[src/rtl/pipe_pkg.sv]
// Shared types and constants for the control-bundle pipeline stage.
//   pipe_state_t : occupancy FSM state (EMPTY / ONE / FULL)
//   OCC_*        : occupancy output encoding for each state
package pipe_pkg;

  typedef enum logic [1:0] {
    PS_EMPTY = 2'd0,
    PS_ONE   = 2'd1,
    PS_FULL  = 2'd2
  } pipe_state_t;

  localparam logic [1:0] OCC_EMPTY = 2'd0;
  localparam logic [1:0] OCC_ONE   = 2'd1;
  localparam logic [1:0] OCC_FULL  = 2'd2;

  function automatic logic [1:0] occ_of(pipe_state_t s);
    case (s)
      PS_ONE:  return OCC_ONE;
      PS_FULL: return OCC_FULL;
      default: return OCC_EMPTY;
    endcase
  endfunction

endpackage

[src/rtl/sat_counter.sv]
// Saturating up-counter.
//   clk   : clock
//   reset : synchronous active-high clear
//   inc   : count one cycle when high
//   count : current value, sticks at all-ones
module sat_counter #(
  parameter int CNT_W = 16
) (
  input  logic             clk,
  input  logic             reset,
  input  logic             inc,
  output logic [CNT_W-1:0] count
);

  logic [CNT_W-1:0] cnt_q;

  always_ff @(posedge clk) begin
    if (reset)                    cnt_q <= '0;
    else if (inc && cnt_q != '1)  cnt_q <= cnt_q + 1'b1;
  end

  assign count = cnt_q;

endmodule

[src/rtl/pipe_ctrl_stage.sv]
// Control-bundle pipeline register with valid/ready handshake and a
// two-entry skid buffer (main = head, skid = overflow entry).
//   clk, reset        : clock, synchronous active-high reset
//   flush             : drop all held entries at the next edge
//   stall             : block acceptance; held entries still drain
//   in_valid/in_data  : upstream bundle, in_ready back to upstream
//   out_valid/out_data: head entry (all-zero when not valid), out_ready in
//   occupancy         : held entries 0..2
//   bp_cycles         : saturating count of out_valid & !out_ready cycles
// in_ready depends only on state and stall, so there is no combinational
// path from out_ready back to in_ready.
module pipe_ctrl_stage
  import pipe_pkg::*;
#(
  parameter int DATA_W = 2,
  parameter int CNT_W  = 16
) (
  input  logic              clk,
  input  logic              reset,
  input  logic              flush,
  input  logic              stall,
  input  logic              in_valid,
  input  logic [DATA_W-1:0] in_data,
  output logic              in_ready,
  output logic              out_valid,
  output logic [DATA_W-1:0] out_data,
  input  logic              out_ready,
  output logic [1:0]        occupancy,
  output logic [CNT_W-1:0]  bp_cycles
);

  pipe_state_t       state_q, state_d;
  logic [DATA_W-1:0] main_q, main_d;
  logic [DATA_W-1:0] skid_q, skid_d;
  logic              accept, pop;

  assign in_ready  = (state_q != PS_FULL) && !stall;
  assign out_valid = (state_q != PS_EMPTY);
  assign out_data  = main_q;  // kept zero while EMPTY
  assign occupancy = occ_of(state_q);

  assign accept = in_valid && in_ready && !flush;
  assign pop    = out_valid && out_ready;

  always_comb begin
    state_d = state_q;
    main_d  = main_q;
    skid_d  = skid_q;
    if (flush) begin
      state_d = PS_EMPTY;
      main_d  = '0;
      skid_d  = '0;
    end else begin
      case (state_q)
        PS_EMPTY: begin
          if (accept) begin
            state_d = PS_ONE;
            main_d  = in_data;
          end
        end
        PS_ONE: begin
          if (accept && pop) begin
            main_d = in_data;
          end else if (accept) begin
            state_d = PS_FULL;
            skid_d  = in_data;
          end else if (pop) begin
            state_d = PS_EMPTY;
            main_d  = '0;
          end
        end
        PS_FULL: begin
          // in_ready is low here, so only a pop can move us
          if (pop) begin
            state_d = PS_ONE;
            main_d  = skid_q;
            skid_d  = '0;
          end
        end
        default: begin
          state_d = PS_EMPTY;
          main_d  = '0;
          skid_d  = '0;
        end
      endcase
    end
  end

  always_ff @(posedge clk) begin
    if (reset) begin
      state_q <= PS_EMPTY;
      main_q  <= '0;
      skid_q  <= '0;
    end else begin
      state_q <= state_d;
      main_q  <= main_d;
      skid_q  <= skid_d;
    end
  end

  // flush deliberately does not clear the counter
  sat_counter #(.CNT_W(CNT_W)) u_bp_cnt (
    .clk   (clk),
    .reset (reset),
    .inc   (out_valid && !out_ready),
    .count (bp_cycles)
  );

endmodule

[config.mk]
export PLATFORM = sky130hd
export DESIGN_NAME = pipe_ctrl_stage
export DESIGN_NICKNAME = d
export VERILOG_FILES = /design/src/rtl/pipe_pkg.sv /design/src/rtl/sat_counter.sv /design/src/rtl/pipe_ctrl_stage.sv
export SDC_FILE = /design/constraint.sdc
export NUM_CORES = 1
export LEC_CHECK = 0
export ABC_CLOCK_PERIOD_IN_PS = 5900
export CAP_MARGIN = 20
export CORE_MARGIN = 1.5
export CORE_UTILIZATION = 30
export DETAILED_ROUTE_END_ITERATION = 10
export GPL_ROUTABILITY_DRIVEN = 1
export PLACE_DENSITY_LB_ADDON = 0.3
export REMOVE_ABC_BUFFERS = 1
export SLEW_MARGIN = 0
export SYNTH_ARGS = -nofsm -noshare
export SYNTH_HDL_FRONTEND = slang
export SYNTH_SLANG_ARGS = --single-unit
[constraint.sdc]
create_clock -name clk -period 5.9 [get_ports clk]
set_clock_uncertainty 0.15 [all_clocks]
set_input_delay 1.18 -clock clk [delete_from_list [all_inputs] [get_ports clk]]
set_output_delay 1.18 -clock clk [all_outputs]
set_load 0.005 [all_outputs]
==> metrics.txt <==
status complete, no violations; RSZ-0062 raised after global routing no; synthesized instance count 156; total power draw roughly 280 µW; synthesized flop and latch total 22; fraction of final layout cells sized beyond drive strength 1 slightly above 8%; total CTS buffers 3; Synth top cells by count dfxtp_1, nor2_1, nand2_1, nand3_1, nor2b_1; grt ovf 0; P per Cell Area approximately 170 nW/µm²; GRT met3 Usage under 10%; Final Cycle Share 60.3%; top_reg_cell synth dfxtp_1; Hold Crit Class reg -> reg; final max-slew violation count 0; drt first-iter violations 52; slowest stage cell, crit path clkdlybuf4s50_1; Slew @ Worst Pin 0.661 ns; CTS tree yes; ys async rst share 0%; most frequent cell after synthesis dfxtp_1; grt peak-use layer met2; worst setup margin between 2 and 2.5 ns; Fillers roughly 420; Final Util 40.8%; element type at the critical path end output pin; drt first pass iters 4; Clk pwr share between 30% and 40%; worst hold path depth 2; first-pass GRT wire length between 4000 and 5000 µm; io pins 30; Final #Nets between 150 and 200; DP Wirelength around 2100 µm; Routed Antenna Nets 0; Internal Power between 200 and 250 µW; Worst Reg-to-Reg Cells 5; Clock Latency Late Sink 0.26 ns; synth top area cells dfxtp_1, mux2_2, nand3_1; Fmax about 280 MHz; met2 usage 20.7%; CP Max Fanout 3; largest net degree at the start of global routing 25; total setup buffers inserted after CTS 0; Fin. Hold Viols 0; most frequent CP cell clkdlybuf4s50_1; Final Wtd Congestion roughly 0.74; sw power around 60 µW; Initial Util a little under a third; area share of the largest cell type after synthesis 34.9%; Worst path max stage delay around 0.50 ns; r2r startpoint u_bp_cnt.count[0]; vias per std cell approximately 5.3; sequential power share between 50% and 60%; Crit path required time 4.57 ns; Die Area around 4600 µm²; ant diodes 0; CTS Root Cell clkbuf_8; area of the multi-input gates approximately 760 µm²; H-tree levels 1; Netlist cell types 40; pre-CTS setup slack ~2.3 ns; Hold Buf Count CTS 0; Sw Share 21.5%; Core ar. between 4000 and 5000 µm²; Clock transition at path regs 0.08 ns; final wirelength roughly 2800 µm; worst path arrival time roughly 2.2 ns; Tmin final between 3 and 4 ns; min-delay src skid_q[1]; area grow syn2layout 30.0%; crit path from stall; EDFF count, synth 0; vias in the first global route approximately 1.1k; Critical Setup Path Class in -> out; initial antenna violation count 0; Total GRT Usage 13.5%; Combinational Power Share between 7 and 8%; Leak ~0.00056 µW; kind of start point of the critical path input pin; Max-Cap Viols 0; r2r setup slk approximately 3.6 ns; Die Wd between 60 and 70 µm; CP Cell Sequence clkdlybuf4s50_1 -> nor2_1 -> clkdlybuf4s50_1; top cell type by total area after synthesis dfxtp_1; sequential area share after synthesis between 30% and 40%; Max IR drop VDD roughly 0.000074 V; vias 1225; Yosys warning count 0; setup TNS 0 ns; hold path endpoint skid_q[1]; Max Root-Sink Buffers 2; row count 23; Finish-stage setup viols 0; relative slew slack between 50% and 60%; register area 440 µm²; worst reg2reg endpoint u_bp_cnt.count[12]; clk sinks 22; grt met1 use between 15 and 20%; Port Buffers 29; Wirelength per Cell between 10 and 15 µm; Synth Cell Area approximately 1300 µm²; DRC Markers 0; Syn Area/Cell a little over 8 µm²; die height 67.9 µm; PostCTS Resize Cnt 0
[layout by cell type, fill, tap and decap left out, drive strengths merged, types with 2 or more instances in the layout]
| cell type | count |
|---|---|
| nor3 | 2 |
| a32oi | 2 |
| o32ai | 2 |
| nor4 | 5 |
| a21oi | 6 |
| clkbuf | 4 |
| o311ai | 3 |
| nor2 | 16 |
| nand3 | 12 |
| nand2 | 14 |
| nand4 | 4 |
| nor2b | 8 |
| o31ai | 3 |
| mux2i | 4 |
| a2bb2oi | 2 |
| and2 | 2 |
| nor4b | 2 |
| clkdlybuf4s50 | 29 |
| a31oi | 2 |
| mux2 | 6 |
| o22ai | 2 |
| inv | 6 |
| dfxtp | 22 |
| o21ai | 3 |
| and3 | 3 |
| or4 | 5 |
[how the worst max path moves through the flow]
stage | slack, ns | endpoint | cells past startpoint
after floorplan | 3.13 | u_bp_cnt.count[12] | 4
after global routing | 2.31 | in_ready | 3
final | 2.34 | in_ready | 3
after detailed placement | 2.34 | in_ready | 3
after global placement | 2.35 | in_ready | 3
after CTS | 2.34 | in_ready | 3
[worst max-delay path: cells and delay by family]
kind | cells | cell delay, ns
buffers and inverters | 2 | 0.94
AND/OR/NAND/NOR | 1 | 0.11
[flip-flops by register name (all words and copies together) (netlist names)]
register        count
out_data            2
skid_q              2
state_q             2
u_bp_cnt.count     16
[power by group through the flow]
stage	clock (µW)	sequential (µW)	combinational [µW]
after floorplan	0	153	7.17
after global placement	0	154	19.7
after detailed placement	0	154	20.0
after CTS	113	150	19.9
after global routing	120	150	21.9
final	109	150	19.8
[layout make-up]
class | count | area share, %
inverter | 6 | 1.37
timing repair buffer | 30 | 18.1
tap | 50 | 3.81
clock buffer | 4 | 3.35
sequential | 22 | 26.8
multi-input combinational | 120 | 46.5
[cells by family (layout without fill, tap and decap cells)]
kind of cell             Yosys count  after routing  synth area share [%]
AND/OR/NAND/NOR                   77             77                  32.8
AO/OA/AOI/OAI                     32             32                  18.2
flip-flops                        22             22                  34.9
buffers and inverters             14             40                  4.65
multiplexers                      10             10                  8.51
adder cells (fa/ha/maj)            1              1                 0.990
[per-stage QoR]
step / hold WS (ns) / instance area, µm² / cells
after floorplan: 0.288 / 1230 / 148
after global placement: 0.312 / 1590 / 228
final: 0.318 / 1640 / 232
after global routing: 0.351 / 1640 / 232
after CTS: 0.324 / 1640 / 232
after detailed placement: 0.313 / 1590 / 228
[layer usage]
metal	wire, µm	vias to the layer above	part of all wire [%]
li1	-	640	-
met1	1560	562	55
met2	1200	18	42
met5	0	-	0
met4	48	0	1.7
met3	46	5	1.6
(Power assumes the default switching activity.)
==> edit 1 (same settings) <==
`CNT_W` is set to 16 in 2 places; all go to 32.
--- a/src/rtl/sat_counter.sv
+++ b/src/rtl/sat_counter.sv
@@ -4,7 +4,7 @@
 //   inc   : count one cycle when high
 //   count : current value, sticks at all-ones
 module sat_counter #(
-  parameter int CNT_W = 16
+  parameter int CNT_W = 32
 ) (
   input  logic             clk,
   input  logic             reset,
--- a/src/rtl/pipe_ctrl_stage.sv
+++ b/src/rtl/pipe_ctrl_stage.sv
@@ -13,7 +13,7 @@
   import pipe_pkg::*;
 #(
   parameter int DATA_W = 2,
-  parameter int CNT_W  = 16
+  parameter int CNT_W  = 32
 ) (
   input  logic              clk,
   input  logic              reset,
Interface: changed (resized bp_cycles); port bits go from 30 to 46. The function was not compared with the original's and may differ.
==> edit 1 against the original RTL <==
  * The run now ends with DRC left
  * Highest routed layer unchanged
  * Final area grew 60%
  * Utilization shrank 0.17 points
  * Largest cell class unchanged
  * Final cell count grew 53%
  * Total power grew 67%
  * Worst setup slack gained 0.00081 ns
  * Die area grew 58%
  * Sequential cell count grew 16
  * Routed wire length grew 82%
  * Synthesized area grew 61%
==> edit 1: results (changes against the original RTL) <==
- CTS H-tree depth: 2 (+1)
- Distinct cells, synth: 47 (+18%)
- First-pass GRT wire length: 8.397 mm (+72%)
- DR iter-0 viols: 97 (+87%)
- Layout cells sized above 1: 7.914% (-0.33 points)
- Leakage power: 0.8170 nW (+46%)
- Launch point of the worst reg-to-reg path: u_bp_cnt.count[0]$_SDFFE_PP0P_
- Clk_lat worst skew: 0.29 ns (+0.03 ns)
- Worst Reg-to-Reg Cells: 6 (+1)
- Status: finished with violations
- Final GP Congestion: 0.8356 (+12%)
- Largest net degree at the start of global routing: 41 (+64%)
- VDD IR max: 95.86 uV (+30%)
- Number of flip-flops in the largest register: 32 (+16)
- Worst-margin pin slew: 0.9425 ns (+0.2811 ns)
- Failing checks: DRC
- Detailed Routing Iterations Pass 1: 7 (+3)
- Worst R2R End: u_bp_cnt.count[19]$_SDFFE_PP0P_
- R2r setup slk: 3.21 ns (-0.43 ns)
- All-layer global routing usage: 14.36% (+0.82 points)
- Count of input and output buffers: 45 (+55%)
- Register area share after synthesis: 37.42% (+2.6 points)
- Fin Hold WS: 0.3247 ns (+0.006236 ns)
- Vias per cell: 5.518 (+4.5%)
- DRC: 5 (+5)
- Routed length per placed instance: 14.63 um (+19%)
[edit 1: cell types whose count changed in the layout (fill, tap and decap cells not counted), moves of 4 or more]
cell,unedited run,this run
mux2_2,6,1
o21ai_1,0,4
clkdlybuf4s50_1,29,45
a211oi_1,1,5
xor2_1,0,6
or3_1,0,10
xnor2_1,0,9
nand4_1,3,16
o31ai_1,3,7
o21ai_0,3,7
a21oi_1,6,23
inv_1,6,1
dfxtp_1,22,38
[edit 1: logic make-up after synthesis]
kind of cell,synth area share (%)
AND/OR/NAND/NOR,33.72
AO/OA/AOI/OAI,17.05
flip-flops,37.42
XOR/XNOR,6.462
buffers and inverters,2.953
multiplexers,1.784
adder cells (fa/ha/maj),0.6153
[edit 1: per-layer routing]
layer	wire length [um]	GRT usage [%]
met4	63	4.985
met2	2286	22.01
met1	2601	19.79
met3	240	3.405
met5	0	0
[edit 1: worst min-delay path by stage]
stage	end	startpoint
6_report	skid_q[1]$_SDFFE_PP0P_	skid_q[1]$_SDFFE_PP0P_
5_1_grt	skid_q[1]$_SDFFE_PP0P_	skid_q[1]$_SDFFE_PP0P_
4_1_cts	skid_q[1]$_SDFFE_PP0P_	skid_q[1]$_SDFFE_PP0P_
3_5_place_dp	skid_q[1]$_SDFFE_PP0P_	skid_q[1]$_SDFFE_PP0P_
3_3_place_gp	skid_q[0]$_SDFFE_PP0P_	skid_q[0]$_SDFFE_PP0P_
2_1_floorplan	skid_q[0]$_SDFFE_PP0P_	skid_q[0]$_SDFFE_PP0P_
[edit 1: metrics by stage]
stage                     utilization (%)  worst slack [ns]  power (W)  instance area (um^2)  std cells
after floorplan                         -             3.087  0.0002697                  1977        224
after global placement              39.19             2.242  0.0002847                  2531        347
after detailed placement            39.19             2.220  0.0002849                  2531        347
after CTS                           40.60             2.340  0.0004727                  2623        355
after global routing                40.60             2.307  0.0004856                  2623        355
final                               40.60             2.343  0.0004654                  2623        355
[edit 1: final cells by class]
type                    instances  area, um^2
clock buffers                   7       86.33
clock inverters                 1       5.005
fillers                       667        3836
inverters                       1       3.754
multi-input cells             185        1212
flip-flops and latches         38       760.7
well taps                      77       96.34
repair buffers                 46       457.9
[edit 1: report_power, final]
| part | internal (W) | switching (W) | leakage (nW) |
|---|---|---|---|
| Combinational | 0.00000970 | 0.0000113 | 0.463 |
| Sequential | 0.000257 | 0.00000100 | 0.306 |
| Clock | 0.0000944 | 0.0000922 | 0.0482 |
| Total | 0.000361 | 0.000104 | 0.817 |
[edit 1: worst max-delay path: stages]
cell             delay (ns)
clkdlybuf4s50_1        0.44
nor2_1                 0.11
clkdlybuf4s50_1        0.50
==> edit 2 (same flow settings) <==
Without the edit above. The 3 states of `pipe_state_t` get a one-hot encoding in 3 bits.
--- a/src/rtl/pipe_pkg.sv
+++ b/src/rtl/pipe_pkg.sv
@@ -3,10 +3,10 @@
 //   OCC_*        : occupancy output encoding for each state
 package pipe_pkg;
 
-  typedef enum logic [1:0] {
-    PS_EMPTY = 2'd0,
-    PS_ONE   = 2'd1,
-    PS_FULL  = 2'd2
+  typedef enum logic [2:0] {
+    PS_EMPTY = 3'b001,
+    PS_ONE   = 3'b010,
+    PS_FULL  = 3'b100
   } pipe_state_t;
 
   localparam logic [1:0] OCC_EMPTY = 2'd0;
Formal check against the unedited RTL: no difference found for any inputs over 10 cycles, from zero or initial values and one cycle with reset high; not proved beyond that.
==> edit 2 against the original RTL <==
  * Routed wire length increased by 11%
  * First-iteration DRC count increased by 33%
  * Sequential cell count increased by 1
  * Hold slack about the same
  * Total power about the same
  * Largest power group unchanged
  * Critical endpoint unchanged
  * Final area increased by 4.2%
  * Synthesized area increased by 6.8%
  * Worst setup slack improved by 0.00059 ns
==> edit 2: results (changes against the original RTL) <==
- Via count: 1285 (+4.9%)
- Routed length per placed instance: 13.42 um (+9.4%)
- Flops & latches, synth: 23 (+4.5%)
- Final GP Congestion: 0.8287 (+11%)
- Synth warn: 0 (unchanged)
- Placed cell count: 232 (+1.8%)
- DR iter-0 viols: 69 (+33%)
- Fin Hold WS: 0.3186 ns (+0.0001740 ns)
- Vias per cell: 5.445 (+3.1%)
- Leakage power: 0.5658 nW (+1.1%)
- Dpl hpwl: 2.253 mm (+7.3%)
- Main flop type after synthesis: dfxtp_1
- Setup WS pre-CTS: 2.333 ns (-0.003650 ns)
- Register area share after synthesis: 34.11% (-0.75 points)
- Placed Area: 1667 um^2 (+5.0%)
- Cells after synthesis: 157 (+0.64%)
- Nets: 194 (+1.0%)
- Number of global-route vias before repair: 1159 (+8.6%)
- Top cells by area, synth: dfxtp_1 34%, a21oi_1 4.8%, nor2_1 3.6%
- Crit-path max FO: 2 (-1)
- Worst R2R End: u_bp_cnt.count[14]$_SDFFE_PP0P_
- Worst-margin pin slew: 0.7788 ns (+0.1175 ns)
- CTS Buf Count: 3 (unchanged)
- All-layer global routing usage: 14.18% (+0.64 points)
- Largest net degree at the start of global routing: 23 (-8.0%)
- Worst Reg-to-Reg Cells: 5 (unchanged)
- Fillers: 450 (+8.2%)
- First-pass GRT wire length: 5.727 mm (+17%)
- Total Neg Setup Slack: 0 ns (unchanged)
- Status: completed
- Distinct cells, synth: 44 (+10%)
- VDD IR max: 75.42 uV (+2.1%)
- Post-CTS sizing: 0 (unchanged)
- Top cells by count, synth: 23 x dfxtp_1, 13 x a21oi_1, 13 x nor2_1, 12 x nand2_1, 9 x nand3_1
[edit 2: layer usage]
| metal | global-route usage (%) | wire [um] |
|---|---|---|
| met3 | 2.020 | 110 |
| met4 | 6.410 | 54 |
| met5 | 0 | 0 |
| met1 | 21.87 | 1618 |
| met2 | 19.15 | 1385 |
[edit 2: report_power, final]
| group | internal, W | switching (W) |
|---|---|---|
| Sequential | 0.000156 | 0.000000927 |
| Clock | 0.0000483 | 0.0000536 |
| Combinational | 0.00000985 | 0.0000106 |
| Total | 0.000214 | 0.0000651 |
[edit 2: worst max path at each step]
stage	slack, ns	from	end	depth (start not counted)
2_1_floorplan	3.28	stall	in_ready	1
3_3_place_gp	2.34	stall	in_ready	3
3_5_place_dp	2.33	stall	in_ready	3
4_1_cts	2.33	stall	in_ready	3
5_1_grt	2.31	stall	in_ready	3
6_report	2.34	stall	in_ready	3
[edit 2: area by class of cell]
class | count | area (um^2) | area share (%)
repair buffers | 29 | 290.3 | 16.96
inverters | 4 | 17.52 | 1.023
clock buffers | 4 | 45.04 | 2.632
flip-flops and latches | 23 | 460.4 | 26.90
well taps | 52 | 65.06 | 3.801
multi-input cells | 124 | 833.3 | 48.68
[edit 2: cells by family (layout without fill, tap and decap cells)]
family          count (synthesis)  after routing  share of synthesized area [%]
compound gates                 40             40                          19.46
fa+ha+maj                       1              1                         0.9266
buf+inv                        10             37                          4.170
flops                          23             23                          34.11
mux                             7              7                          5.468
simple gates                   76             76                          35.87
[edit 2: tightest hold or removal path, cell delays in order, from the launching register on]
cell     delay, ns
dfxtp_1       0.32
nand2_1       0.05
mux2i_1       0.05
